===== src/rtl/sl_tx_queued.sv =====
// Queued two-wire serial transmitter. Words wait in a small FIFO and are sent LSB first
// as low/high phase pairs on SL0/SL1, then a parity bit, a stop phase and an idle gap.
module sl_tx_queued #(
  parameter int DATA_W     = 32,
  parameter int FIFO_DEPTH = 4,
  parameter int GAP_PHASES = 4
) (
  input  logic                        clk,
  input  logic                        rst_n,
  input  logic [DATA_W-1:0]           data_a,
  input  logic                        send_imm,
  output logic                        fifo_full,
  output logic [$clog2(FIFO_DEPTH):0] fifo_level,
  input  logic [9:0]                  wr_config_w,
  input  logic                        wr_config_enable,
  output logic [9:0]                  r_config_w,
  output logic                        cfg_err,
  output logic                        overflow,
  output logic                        send_in_process,
  output logic                        status_changed,
  output logic                        SL0,
  output logic                        SL1
);

  localparam int AW    = $clog2(FIFO_DEPTH);
  localparam int LW    = AW + 1;
  localparam int CNT_W = $clog2(GAP_PHASES * 32) + 1;
  localparam logic [CNT_W-1:0] CNT_ZERO  = CNT_W'(0);
  localparam logic [CNT_W-1:0] CNT_ONE   = CNT_W'(1);
  localparam logic [CNT_W-1:0] CNT_GAP   = CNT_W'(GAP_PHASES);
  localparam logic [LW-1:0]    LVL_FULL  = LW'(FIFO_DEPTH);
  localparam logic [6:0]       LEN_MAX   = 7'(DATA_W);
  localparam logic [9:0]       CFG_RESET = {3'd0, 1'b0, 6'(DATA_W)};

  localparam logic [2:0] S_IDLE     = 3'd0;
  localparam logic [2:0] S_BIT_LOW  = 3'd1;
  localparam logic [2:0] S_BIT_HIGH = 3'd2;
  localparam logic [2:0] S_PAR_LOW  = 3'd3;
  localparam logic [2:0] S_PAR_HIGH = 3'd4;
  localparam logic [2:0] S_STOP     = 3'd5;
  localparam logic [2:0] S_GAP      = 3'd6;

  // Parity over the low len bits: even mode makes the total ones count even.
  function automatic logic parity_bit(input logic [DATA_W-1:0] d, input logic [5:0] len,
                                      input logic even_mode);
    logic acc;
    acc = 1'b0;
    for (int i = 0; i < DATA_W; i++) begin
      acc = acc ^ (d[i] & (i < int'(len)));
    end
    return even_mode ? acc : ~acc;
  endfunction

  logic [DATA_W-1:0] mem_r [FIFO_DEPTH];
  logic [AW-1:0]     wr_ptr_r, rd_ptr_r;
  logic [LW-1:0]     level_r, level_nx_s;
  logic              full_r, pop_s, push_ok_s, drop_s;

  logic [9:0] cfg_r;
  logic       cfg_ok_s, cfg_err_r, overflow_r;

  logic [2:0]        state_r, state_nx_s;
  logic [CNT_W-1:0]  cnt_r, cnt_nx_s, p_cfg_m1_s, p_m1_s, gap_m1_s;
  logic [5:0]        bit_r, bit_nx_s, len_r, len_nx_s;
  logic [2:0]        freq_r, freq_nx_s;
  logic [DATA_W-1:0] shift_r, shift_nx_s;
  logic              par_r, par_nx_s;
  logic              sl0_r, sl1_r, sip_r, sc_r, sl0_nx_s, sl1_nx_s, sip_nx_s;

  assign pop_s     = (state_r == S_IDLE) && (level_r != LW'(0));
  assign push_ok_s = send_imm && (!full_r || pop_s);
  assign drop_s    = send_imm && !push_ok_s;

  assign cfg_ok_s = !wr_config_w[0] && (wr_config_w[5:0] >= 6'd8) &&
                    ({1'b0, wr_config_w[5:0]} <= LEN_MAX) && (wr_config_w[9:7] <= 3'd5);

  assign p_cfg_m1_s = (CNT_ONE << cfg_r[9:7]) - CNT_ONE;
  assign p_m1_s     = (CNT_ONE << freq_r) - CNT_ONE;
  assign gap_m1_s   = (CNT_GAP << freq_r) - CNT_ONE;

  // FIFO occupancy after this cycle's push/pop.
  always_comb begin
    level_nx_s = level_r;
    case ({push_ok_s, pop_s})
      2'b10:   level_nx_s = level_r + LW'(1);
      2'b01:   level_nx_s = level_r - LW'(1);
      default: level_nx_s = level_r;
    endcase
  end

  // FIFO pointers and level; pointers wrap naturally since the depth is a power of two.
  always_ff @(posedge clk or negedge rst_n) begin
    if (!rst_n) begin
      wr_ptr_r <= AW'(0);
      rd_ptr_r <= AW'(0);
      level_r  <= LW'(0);
      full_r   <= 1'b0;
    end else begin
      if (push_ok_s) wr_ptr_r <= wr_ptr_r + AW'(1);
      if (pop_s)     rd_ptr_r <= rd_ptr_r + AW'(1);
      level_r <= level_nx_s;
      full_r  <= (level_nx_s == LVL_FULL);
    end
  end

  // FIFO storage.
  always_ff @(posedge clk) begin
    if (push_ok_s) mem_r[wr_ptr_r] <= data_a;
  end

  // Config register, reject pulse and sticky overflow.
  always_ff @(posedge clk or negedge rst_n) begin
    if (!rst_n) begin
      cfg_r      <= CFG_RESET;
      cfg_err_r  <= 1'b0;
      overflow_r <= 1'b0;
    end else begin
      cfg_err_r <= wr_config_enable && !cfg_ok_s;
      if (wr_config_enable && cfg_ok_s) cfg_r <= wr_config_w;
      if (drop_s)                                overflow_r <= 1'b1;
      else if (wr_config_enable && cfg_ok_s)     overflow_r <= 1'b0;
    end
  end

  // Transmit sequencer next state; the config is latched only when a word is popped.
  always_comb begin
    state_nx_s = state_r;
    cnt_nx_s   = cnt_r;
    bit_nx_s   = bit_r;
    len_nx_s   = len_r;
    freq_nx_s  = freq_r;
    shift_nx_s = shift_r;
    par_nx_s   = par_r;
    case (state_r)
      S_IDLE: begin
        if (pop_s) begin
          state_nx_s = S_BIT_LOW;
          cnt_nx_s   = p_cfg_m1_s;
          bit_nx_s   = 6'd0;
          len_nx_s   = cfg_r[5:0];
          freq_nx_s  = cfg_r[9:7];
          shift_nx_s = mem_r[rd_ptr_r];
          par_nx_s   = parity_bit(mem_r[rd_ptr_r], cfg_r[5:0], cfg_r[6]);
        end else begin
          state_nx_s = S_IDLE;
        end
      end
      S_BIT_LOW: begin
        if (cnt_r == CNT_ZERO) begin
          state_nx_s = S_BIT_HIGH;
          cnt_nx_s   = p_m1_s;
        end else begin
          cnt_nx_s = cnt_r - CNT_ONE;
        end
      end
      S_BIT_HIGH: begin
        if (cnt_r == CNT_ZERO) begin
          cnt_nx_s = p_m1_s;
          if (bit_r == len_r - 6'd1) begin
            state_nx_s = S_PAR_LOW;
          end else begin
            state_nx_s = S_BIT_LOW;
            bit_nx_s   = bit_r + 6'd1;
            shift_nx_s = shift_r >> 1;
          end
        end else begin
          cnt_nx_s = cnt_r - CNT_ONE;
        end
      end
      S_PAR_LOW: begin
        if (cnt_r == CNT_ZERO) begin
          state_nx_s = S_PAR_HIGH;
          cnt_nx_s   = p_m1_s;
        end else begin
          cnt_nx_s = cnt_r - CNT_ONE;
        end
      end
      S_PAR_HIGH: begin
        if (cnt_r == CNT_ZERO) begin
          state_nx_s = S_STOP;
          cnt_nx_s   = p_m1_s;
        end else begin
          cnt_nx_s = cnt_r - CNT_ONE;
        end
      end
      S_STOP: begin
        if (cnt_r == CNT_ZERO) begin
          state_nx_s = S_GAP;
          cnt_nx_s   = gap_m1_s;
        end else begin
          cnt_nx_s = cnt_r - CNT_ONE;
        end
      end
      S_GAP: begin
        if (cnt_r == CNT_ZERO) begin
          state_nx_s = S_IDLE;
        end else begin
          cnt_nx_s = cnt_r - CNT_ONE;
        end
      end
      default: state_nx_s = S_IDLE;
    endcase
  end

  // Line levels decoded from the next state so the flops switch together with the FSM.
  always_comb begin
    sl0_nx_s = 1'b1;
    sl1_nx_s = 1'b1;
    case (state_nx_s)
      S_BIT_LOW: begin
        sl0_nx_s = shift_nx_s[0];
        sl1_nx_s = ~shift_nx_s[0];
      end
      S_PAR_LOW: begin
        sl0_nx_s = par_nx_s;
        sl1_nx_s = ~par_nx_s;
      end
      S_STOP: begin
        sl0_nx_s = 1'b0;
        sl1_nx_s = 1'b0;
      end
      default: begin
        sl0_nx_s = 1'b1;
        sl1_nx_s = 1'b1;
      end
    endcase
  end

  assign sip_nx_s = (state_nx_s != S_IDLE) && (state_nx_s != S_GAP);

  // Sequencer state and registered line/status outputs.
  always_ff @(posedge clk or negedge rst_n) begin
    if (!rst_n) begin
      state_r <= S_IDLE;
      cnt_r   <= CNT_ZERO;
      bit_r   <= 6'd0;
      len_r   <= 6'(DATA_W);
      freq_r  <= 3'd0;
      shift_r <= {DATA_W{1'b0}};
      par_r   <= 1'b0;
      sl0_r   <= 1'b1;
      sl1_r   <= 1'b1;
      sip_r   <= 1'b0;
      sc_r    <= 1'b0;
    end else begin
      state_r <= state_nx_s;
      cnt_r   <= cnt_nx_s;
      bit_r   <= bit_nx_s;
      len_r   <= len_nx_s;
      freq_r  <= freq_nx_s;
      shift_r <= shift_nx_s;
      par_r   <= par_nx_s;
      sl0_r   <= sl0_nx_s;
      sl1_r   <= sl1_nx_s;
      sip_r   <= sip_nx_s;
      sc_r    <= sip_nx_s ^ sip_r;
    end
  end

  assign fifo_full       = full_r;
  assign fifo_level      = level_r;
  assign r_config_w      = cfg_r;
  assign cfg_err         = cfg_err_r;
  assign overflow        = overflow_r;
  assign send_in_process = sip_r;
  assign status_changed  = sc_r;
  assign SL0             = sl0_r;
  assign SL1             = sl1_r;

endmodule


===== config.mk =====
export PLATFORM = sky130hd
export DESIGN_NAME = sl_tx_queued
export DESIGN_NICKNAME = d
export VERILOG_FILES = /design/src/rtl/sl_tx_queued.sv
export SDC_FILE = /design/constraint.sdc
export NUM_CORES = 1
export LEC_CHECK = 0
export BUFFER_PORTS_ARGS = -buffer_cell sky130_fd_sc_hd__buf_2
export CAP_MARGIN = 5
export CELL_PAD_IN_SITES_DETAIL_PLACEMENT = 1
export CELL_PAD_IN_SITES_GLOBAL_PLACEMENT = 2
export CORE_MARGIN = 2
export CORE_UTILIZATION = 29
export DETAILED_ROUTE_END_ITERATION = 8
export GPL_ROUTABILITY_DRIVEN = 0
export HOLD_SLACK_MARGIN = 0.05
export PLACE_DENSITY_LB_ADDON = 0.3
export SLEW_MARGIN = 10
export SYNTH_ARGS = -nofsm -noshare
export SYNTH_HDL_FRONTEND = slang
export SYNTH_SLANG_ARGS = --single-unit
export TNS_END_PERCENT = 100

===== constraint.sdc =====
create_clock -name clk -period 3.8 [get_ports clk]
set_input_delay 0.38 -clock clk [delete_from_list [all_inputs] [get_ports clk]]
set_output_delay 0.38 -clock clk [all_outputs]
set_load 0.01 [all_outputs]

==> results of run 1 <==
## registers in the layout (all words and copies together) (netlist names), 2 cells and up
name,count
fifo_level,3
rd_ptr_r,2
freq_r,3
wr_ptr_r,2
cnt_r,8
len_r,6
bit_r,6
state_r,3
r_config_w,10
mem_r,128
shift_r,32
## where the power goes
group / internal (mW) / total (mW) / switching [mW]
clock network: 1.49 / 2.45 / 0.959
logic: 1.77 / 3.73 / 1.96
registers: 3.10 / 3.54 / 0.439
## worst reg2reg max path, cell delays in order (launching register included)
cell and delay [ps]:
dfrtp_1 400, inv_1 110, ha_1 220, or4b_1 610
nor4_4 230, buf_4 220, nor2_1 90, a221o_1 370
a21oi_2 180, mux2_2 350, o21ai_0 140
## cell families (layout without fill, tap and decap cells)
family / Yosys count / in the layout / synth area share
flops: 211 / 211 / 0.606
xor+xnor: 44 / 44 / 0.0450
compound gates: 153 / 153 / 0.106
buf+inv: 63 / 168 / 0.0302
fa+ha+maj: 13 / 13 / 0.0169
mux: 45 / 45 / 0.0931
simple gates: 217 / 217 / 0.103
## metal layers
| metal | global-route usage | part of all wire | vias to the layer above |
|---|---|---|---|
| li1 | - | - | 2950 |
| met1 | 0.195 | 0.48 | 3196 |
| met2 | 0.229 | 0.46 | 113 |
| met3 | 0.0230 | 0.039 | 31 |
| met4 | 0.0321 | 0.019 | 0 |
| met5 | 0 | 0 | - |
## timing repair
action | in CTS | in global routing
hold buffers | 20 | 0
buffers inserted | 0 | 0
hold endpoints to repair | 99 | 0
## synth_stat cells, drive strengths merged, types with 2 or more instances
master / count / area share
a211o: 2 / 0.0018
a211oi: 4 / 0.0036
a21boi: 5 / 0.0038
a21o: 7 / 0.0054
a21oi: 25 / 0.014
a221o: 2 / 0.0020
a22oi: 34 / 0.026
a31oi: 5 / 0.0032
a41o: 2 / 0.0020
and2: 8 / 0.0051
and3: 4 / 0.0026
buf: 17 / 0.013
clkbuf: 31 / 0.012
dfrtp: 79 / 0.20
dfstp: 4 / 0.011
edfxtp: 128 / 0.39
ha: 9 / 0.012
inv: 15 / 0.0058
maj3: 3 / 0.0033
mux2: 11 / 0.013
mux4: 33 / 0.079
nand2: 113 / 0.043
nand2b: 4 / 0.0026
nand3: 5 / 0.0026
nand4: 2 / 0.0013
nor2: 35 / 0.013
nor2b: 5 / 0.0032
nor3: 15 / 0.0077
nor3b: 5 / 0.0038
nor4: 5 / 0.0047
o211ai: 7 / 0.0054
o21a: 2 / 0.0015
o21ai: 39 / 0.020
o221ai: 6 / 0.0054
or2: 7 / 0.0045
or3: 4 / 0.0026
or4: 2 / 0.0023
xnor2: 18 / 0.016
xnor3: 4 / 0.0092
xor2: 22 / 0.020
## layout by cell type (no fill, tap or decap), types with 22 or more instances in the layout
cell       instances
a21oi_1           23
a22oi_1           34
buf_2             64
buf_4             23
clkbuf_16         24
dfrtp_1           78
edfxtp_1         128
mux4_2            24
nand2_1          113
nor2_1            34
o21ai_0           31
xor2_1            22
## per-stage QoR
step | hold slack (ps) | util
finish | 70.9 | 0.351
global route | 59.4 | 0.351
CTS | 51.0 | 0.351
detailed placement | 373 | 0.319
global placement | 372 | 0.319
floorplan | 84.4 | -
## worst min path at each step
| stage | end | startpoint | depth (start not counted) | slack [ps] |
|---|---|---|---|---|
| floorplan | bit_r[0] | rst_n | 0 | 80 |
| global placement | r_config_w[6] | rst_n | 1 | 370 |
| detailed placement | r_config_w[6] | rst_n | 1 | 370 |
| CTS | mem_r[2][12] | data_a[12] | 1 | 50 |
| global route | mem_r[2][22] | data_a[22] | 1 | 60 |
| finish | mem_r[0][17] | data_a[17] | 1 | 70 |
## final cells by class
cell class / count / area share
Clock inverter: 10 / 0.0135
Inverter: 15 / 0.00481
Tap cell: 448 / 0.0479
Sequential cell: 211 / 0.506
Multi-Input combinational cell: 472 / 0.305
Timing Repair Buffer: 109 / 0.0626
Clock buffer: 34 / 0.0596
==> results.cfg, run 1 <==
[status]
status = complete, no violations

[floorplanning]
fp.dieW_um = 188
num_rows = 67
dieArea_um2 = 35200
io_pins = 66
coreArea_um2 = 33400
start_util = 0.293
die_h_um = 188

[global_route]
grt_pass1_vias = 6859
grt.total_usage = 0.140
grt_first_pass_wirelength_um = 39100
antenna_found_initial = 0
grt_overflow = 0
grt_max_degree = 50

[finish]
fin_area_um2 = 11700
area_growth_pct = 19.7
fin_cells = 1299
fill_cells = 3594
seq_area_um2 = 5930
nets = 889
antennaDiodeCount = 0
multiInputGateArea_um2 = 3570
drive_gt1_frac = 0.220

[logic_synthesis]
synth_edf_count = 128
ys_seq_elements = 211
syn_nets = 802
synthCells = 746
ys_warn_count = 0
synthesis.area_um2 = 9780
yosysSeqAreaShare = 0.606
syn_avg_cell_area_um2 = 13.1
ys.flop_type = edfxtp_1
synthArstFlopShare = 0.393
synth.distinct_cells = 69

[critical_path]
slowest_stage = or4b_1
path_buf_inv = 2
worst_ep_required_time_ps = 4250
max_stage_delay_ps = 610
cp-endpoint = SL1
cp-startpoint = cnt_r[0]
ff2ff_path_depth = 10
crit_path_start_kind = flop
crit_family = simple AND/OR/NAND/NOR gates
path_depth = 10
r2r_end = SL1
arrival_ps = 3440
worst_setup_path_end_kind = flop
rrSetupSlack_ps = 800
r2r-start = cnt_r[0]
critPathMaxFanout = 9
crit_type = flop to flop
path_cells = inv_1, ha_1, or4b_1, nor4_4, buf_4, nor2_1, a221o_1, a21oi_2, mux2_2, o21ai_0

[sta]
slew_viol_final = 0
fin_crit_ps = 3000
fin_ws_ps = 803
maxSlewHeadroom = 0.567
period_share = 0.789
setup_viol = 0
finalClockSkew_ps = 17.1
worstMarginPinSlew_ps = 649
rsz0062_at_grt = false
max_freq_mhz = 334
tns_ps = 0
hold_viol_final = 0

[detailed_routing]
remaining_drc_errors = 0
via_per_inst = 4.84
wl_per_cell_um = 18.4
wl_um = 23900
drt_iter0_markers = 315
dr.pass1.iters = 6
antenna_left = 0
route.vias.total = 6290

[placement]
port_buffers = 65
dp_slack_ps = 830
dpl_cell_area_um2 = 10700
place_inst = 1235
dp_hpwl_um = 16000

[power_and_ir_drop]
max-vdd-ir-drop_uv = 467
p_total_mw = 9.71
p_leak_nw = 4.59
p_per_area_nw_per_um2 = 830

[cts]
htree_levels = 1
cts_tree = yes
numCtsBuffers = 24
clk_path_buf_depth = 3
worstSkewPairLatency_ps = 540
cts_resized = 0
cts_root_buffer = clkbuf_16
clk_pin_slew_ps = 60
clock-sinks = 211

[hold_path]
holdCritPathClass = primary input to flop

[run]
maxCapViolCount = 0
No activity file was read; power rests on OpenSTA's default activity.
==> inputs of run 2 (changes only) <==
Clock period 3.8 ns to 2.85 ns, I/O delays scaled along.
==> results.cfg, run 2 (synthesis gave the netlist of run 1 again) <==
[placement]
dp_hpwl_um = 16600
dp_slack_ps = 4.58
port_buffers = 65
dpl_cell_area_um2 = 11100

[power_and_ir_drop]
max-vdd-ir-drop_uv = 519
p_total_mw = 13.4
power_frac_comb = 0.426
p_per_area_nw_per_um2 = 1090
intPower_mw = 8.77
clock_power_share = 0.231
swShare = 0.347
p_sw_mw = 4.67
power_frac_seq = 0.343
p_leak_nw = 4.90

[detailed_routing]
remaining_drc_errors = 0
drt_iter0_markers = 276
wl_um = 25200
antenna_left = 0
route.vias.total = 6539
dr.pass1.iters = 4
wl_per_cell_um = 18.5
via_per_inst = 4.79

[sta]
slew_viol_final = 0
finalClockSkew_ps = 13.2
fin_crit_ps = 2780
whs_ps = 268
max_freq_mhz = 360
maxSlewHeadroom = 0.574
period_share = 0.974
worstMarginPinSlew_ps = 637
tns_ps = 0
fin_ws_ps = 73.0
rsz0062_at_grt = true
setup_viol = 0
hold_viol_final = 0

[critical_path]
r2r_end = par_r
crit_type = flop to flop
r2r-start = rd_ptr_r[0]
rrSetupSlack_ps = 70
critPathMaxFanout = 4
worst_setup_path_end_kind = flop
ff2ff_path_depth = 8
crit_path_start_kind = flop
cp-endpoint = par_r
arrival_ps = 3250
worst_ep_required_time_ps = 3320
cp-startpoint = rd_ptr_r[0]

[cts]
clock-sinks = 211
worstSkewPairLatency_ps = 550
htree_levels = 1
cts_tree = yes
numCtsBuffers = 25
clk_pin_slew_ps = 60
clk_path_buf_depth = 3
cts_root_buffer = clkbuf_16

[global_route]
grt_first_pass_wirelength_um = 40600
grt_overflow = 0
antenna_found_initial = 0
grt.total_usage = 0.146
grt_max_degree = 50
grt_pass1_vias = 7163

[floorplanning]
fp.dieW_um = 188
num_rows = 67
coreArea_um2 = 33400
die_h_um = 188
start_util = 0.293
dieArea_um2 = 35200
io_pins = 66

[finish]
area_growth_pct = 26.3
antennaDiodeCount = 0
top_register = mem_r
drive_gt1_frac = 0.253
mostFrequentLayoutCells = edfxtp_1 (128), nand2_1 (113), dfrtp_1 (78)
nets = 953
fin_area_um2 = 12400
final_common_cell = edfxtp_1
largest_register_ffs = 128

[run]
maxCapViolCount = 0

[hold_path]
holdCritPathClass = primary input to asynchronous set/reset pin

[status]
status = complete, no violations
[run 2: cell count changes in the layout (fill, tap and decap cells not counted), sizes merged]
cell,delta
bufinv,-1
dlygate4sd3,+25
buf,+38
inv,+1
clkbuf,-2
clkinv,+4
[run 2: critical path, cell delays in order, from the launching register on]
cell      delay, ps
dfrtp_2         420
buf_4           140
mux4_1          580
o21ai_1         130
xnor3_1         360
xnor2_2         210
xnor3_1         370
xnor3_1         340
a21boi_1        150
[run 2: power by group through the flow]
stage	registers (mW)	logic (mW)	clock network, mW
final	4.61	5.72	3.10
after global routing	4.72	6.34	3.32
after CTS	4.62	5.73	3.21
after detailed placement	4.68	5.62	0
after global placement	4.66	5.57	0
after floorplan	4.51	3.91	0
[run 2: metrics by stage]
step,instances,utilization
3_3_place_gp,1268,0.331
3_5_place_dp,1268,0.331
5_1_grt,1364,0.370
2_1_floorplan,746,-
6_report,1364,0.370
4_1_cts,1361,0.369
[run 2: worst min-delay path by stage]
stage                                to   from
after floorplan                bit_r[0]  rst_n
after global placement    r_config_w[6]  rst_n
after detailed placement  r_config_w[6]  rst_n
after CTS                      len_r[2]  rst_n
after global routing           bit_r[5]  rst_n
final                          bit_r[5]  rst_n
[run 2: area by class of cell]
cell class	instances	area (µm²)
Timing Repair Buffer	172	1420
Inverter	15	56.3
Fill cell	3614	21000
Sequential cell	211	5930
Clock inverter	14	135
Multi-Input combinational cell	472	3610
Tap cell	448	561
Clock buffer	32	652
[run 2: what timing repair did]
action / CTS / global route
endpoints found under the hold margin: 173 / 0
hold buffers: 45 / 0
endpoints found under the setup margin: 1 / 25
gates cloned: 0 / 0
pin swaps: 0 / 3
setup buffers: 2 / 3
gates resized for setup: 2 / 5
[run 2: metal layers]
| metal | wire, µm | global-route usage | up-vias |
|---|---|---|---|
| met2 | 11700 | 0.241 | 91 |
| met1 | 12300 | 0.202 | 3334 |
| met5 | 42 | 0.00962 | - |
| li1 | - | - | 3083 |
| met3 | 707 | 0.0234 | 29 |
| met4 | 472 | 0.0324 | 2 |
==> inputs of run 3 (changes only) <==
Settings changed: HOLD_SLACK_MARGIN 0.05 to 0.08, MAX_ROUTING_LAYER from default to met4.
==> results.cfg, run 3 (synthesis gave the netlist of run 1 again) <==
[detailed_routing]
drt_iter0_markers = 298
remaining_drc_errors = 0
antenna_left = 0
dr.pass1.iters = 4
route.vias.total = 6549
via_per_inst = 4.80
wl_um = 25200
wl_per_cell_um = 18.5

[critical_path]
arrival_ps = 3250
crit_type = flop to flop
worst_setup_path_end_kind = flop
critPathMaxFanout = 4
crit_path_start_kind = flop
worst_ep_required_time_ps = 3320

[finish]
largest_register_ffs = 128
area_growth_pct = 26.3
fin_area_um2 = 12400
mostFrequentLayoutCells = edfxtp_1 (128), nand2_1 (113), dfrtp_1 (78)
drive_gt1_frac = 0.253
top_register = mem_r
final_common_cell = edfxtp_1
final_util = 0.370
nets = 953
fin_cells = 1364
antennaDiodeCount = 0

[sta]
max_freq_mhz = 360
period_share = 0.975
rsz0062_at_grt = true
maxSlewHeadroom = 0.570
worstMarginPinSlew_ps = 643
hold_viol_final = 0
fin_ws_ps = 70.1
setup_viol = 0
slew_viol_final = 0
finalClockSkew_ps = 10.5
fin_crit_ps = 2780

[cts]
clk_path_buf_depth = 3
cts_tree = yes
clk_pin_slew_ps = 60
clock-sinks = 211
cts_root_buffer = clkbuf_16
worstSkewPairLatency_ps = 540
numCtsBuffers = 25
htree_levels = 1

[status]
status = complete, no violations

[placement]
port_buffers = 65
dp_hpwl_um = 16600
place_inst = 1268
dp_slack_ps = 4.58
dpl_cell_area_um2 = 11100

[global_route]
grt_overflow = 0
grt_first_pass_wirelength_um = 40600
grt_max_degree = 50
grt.total_usage = 0.151
antenna_found_initial = 0
grt_pass1_vias = 7136

[power_and_ir_drop]
p_leak_nw = 4.90
max-vdd-ir-drop_uv = 519
p_per_area_nw_per_um2 = 1090

[floorplanning]
start_util = 0.293
num_rows = 67
coreArea_um2 = 33400
io_pins = 66
die_h_um = 188
dieArea_um2 = 35200
fp.dieW_um = 188

[hold_path]
holdCritPathClass = primary input to asynchronous set/reset pin

[run]
maxCapViolCount = 0
run 3: cell counts in the layout (fill, tap and decap cells not counted):
No cell type changed its count.
run 3: layout make-up:
cell class	count	area [µm²]
repair buffers	172	1420
inverters	15	56.3
fillers	3614	21000
multi-input cells	472	3610
clock buffers	32	652
clock inverters	14	135
well taps	448	561
flip-flops and latches	211	5930
run 3: power breakdown:
| part | total, mW | leakage [nW] | internal [mW] | switching, mW |
|---|---|---|---|---|
| combinational | 5.73 | 2.34 | 2.84 | 2.89 |
| clock | 3.10 | 0.372 | 1.80 | 1.30 |
| sequential | 4.61 | 2.19 | 4.13 | 0.484 |
| total | 13.4 | 4.90 | 8.77 | 4.67 |
run 3: worst max-delay path, cell delays in order, from the launching register on:
cell,delay (ps)
dfrtp_2,420
buf_4,140
mux4_1,580
o21ai_1,130
xnor3_1,360
xnor2_2,210
xnor3_1,360
xnor3_1,340
a21boi_1,150
run 3: repair_timing:
action                                  CTS  global route
endpoints found under the setup margin    1            25
pin swaps                                 0             3
setup buffers                             2             3
hold buffers                             45             0
hold endpoints to repair                174             0
resized for setup                         2             5
run 3: through the flow:
stage          hold slack (ps)  TNS [ps]  power (mW)
6_report                   271         0        13.4
3_3_place_gp               295         0        10.2
5_1_grt                    299     -87.9        14.4
3_5_place_dp               299         0        10.3
4_1_cts                    265         0        13.6
2_1_floorplan            -10.6         0        8.43
run 3: path summary, 6_finish.rpt:
kind | slack [ps] | cells after the start | from | endpoint
min reg2reg | 470 | 1 | send_in_process | status_changed
max | 70 | 8 | rd_ptr_r[0] | par_r
max reg2reg | 70 | 8 | rd_ptr_r[0] | par_r
min | 270 | 2 | rst_n | bit_r[5]
max in group asynchronous | 1850 | 3 | rst_n | SL0
min in group clk | 470 | 1 | send_in_process | status_changed
run 3: routing by layer:
| metal | GRT usage | wire (µm) |
|---|---|---|
| met1 | 0.204 | 12300 |
| met2 | 0.240 | 11700 |
| met3 | 0.0232 | 755 |
| met4 | 0.0318 | 450 |
| met5 | - | 0 |
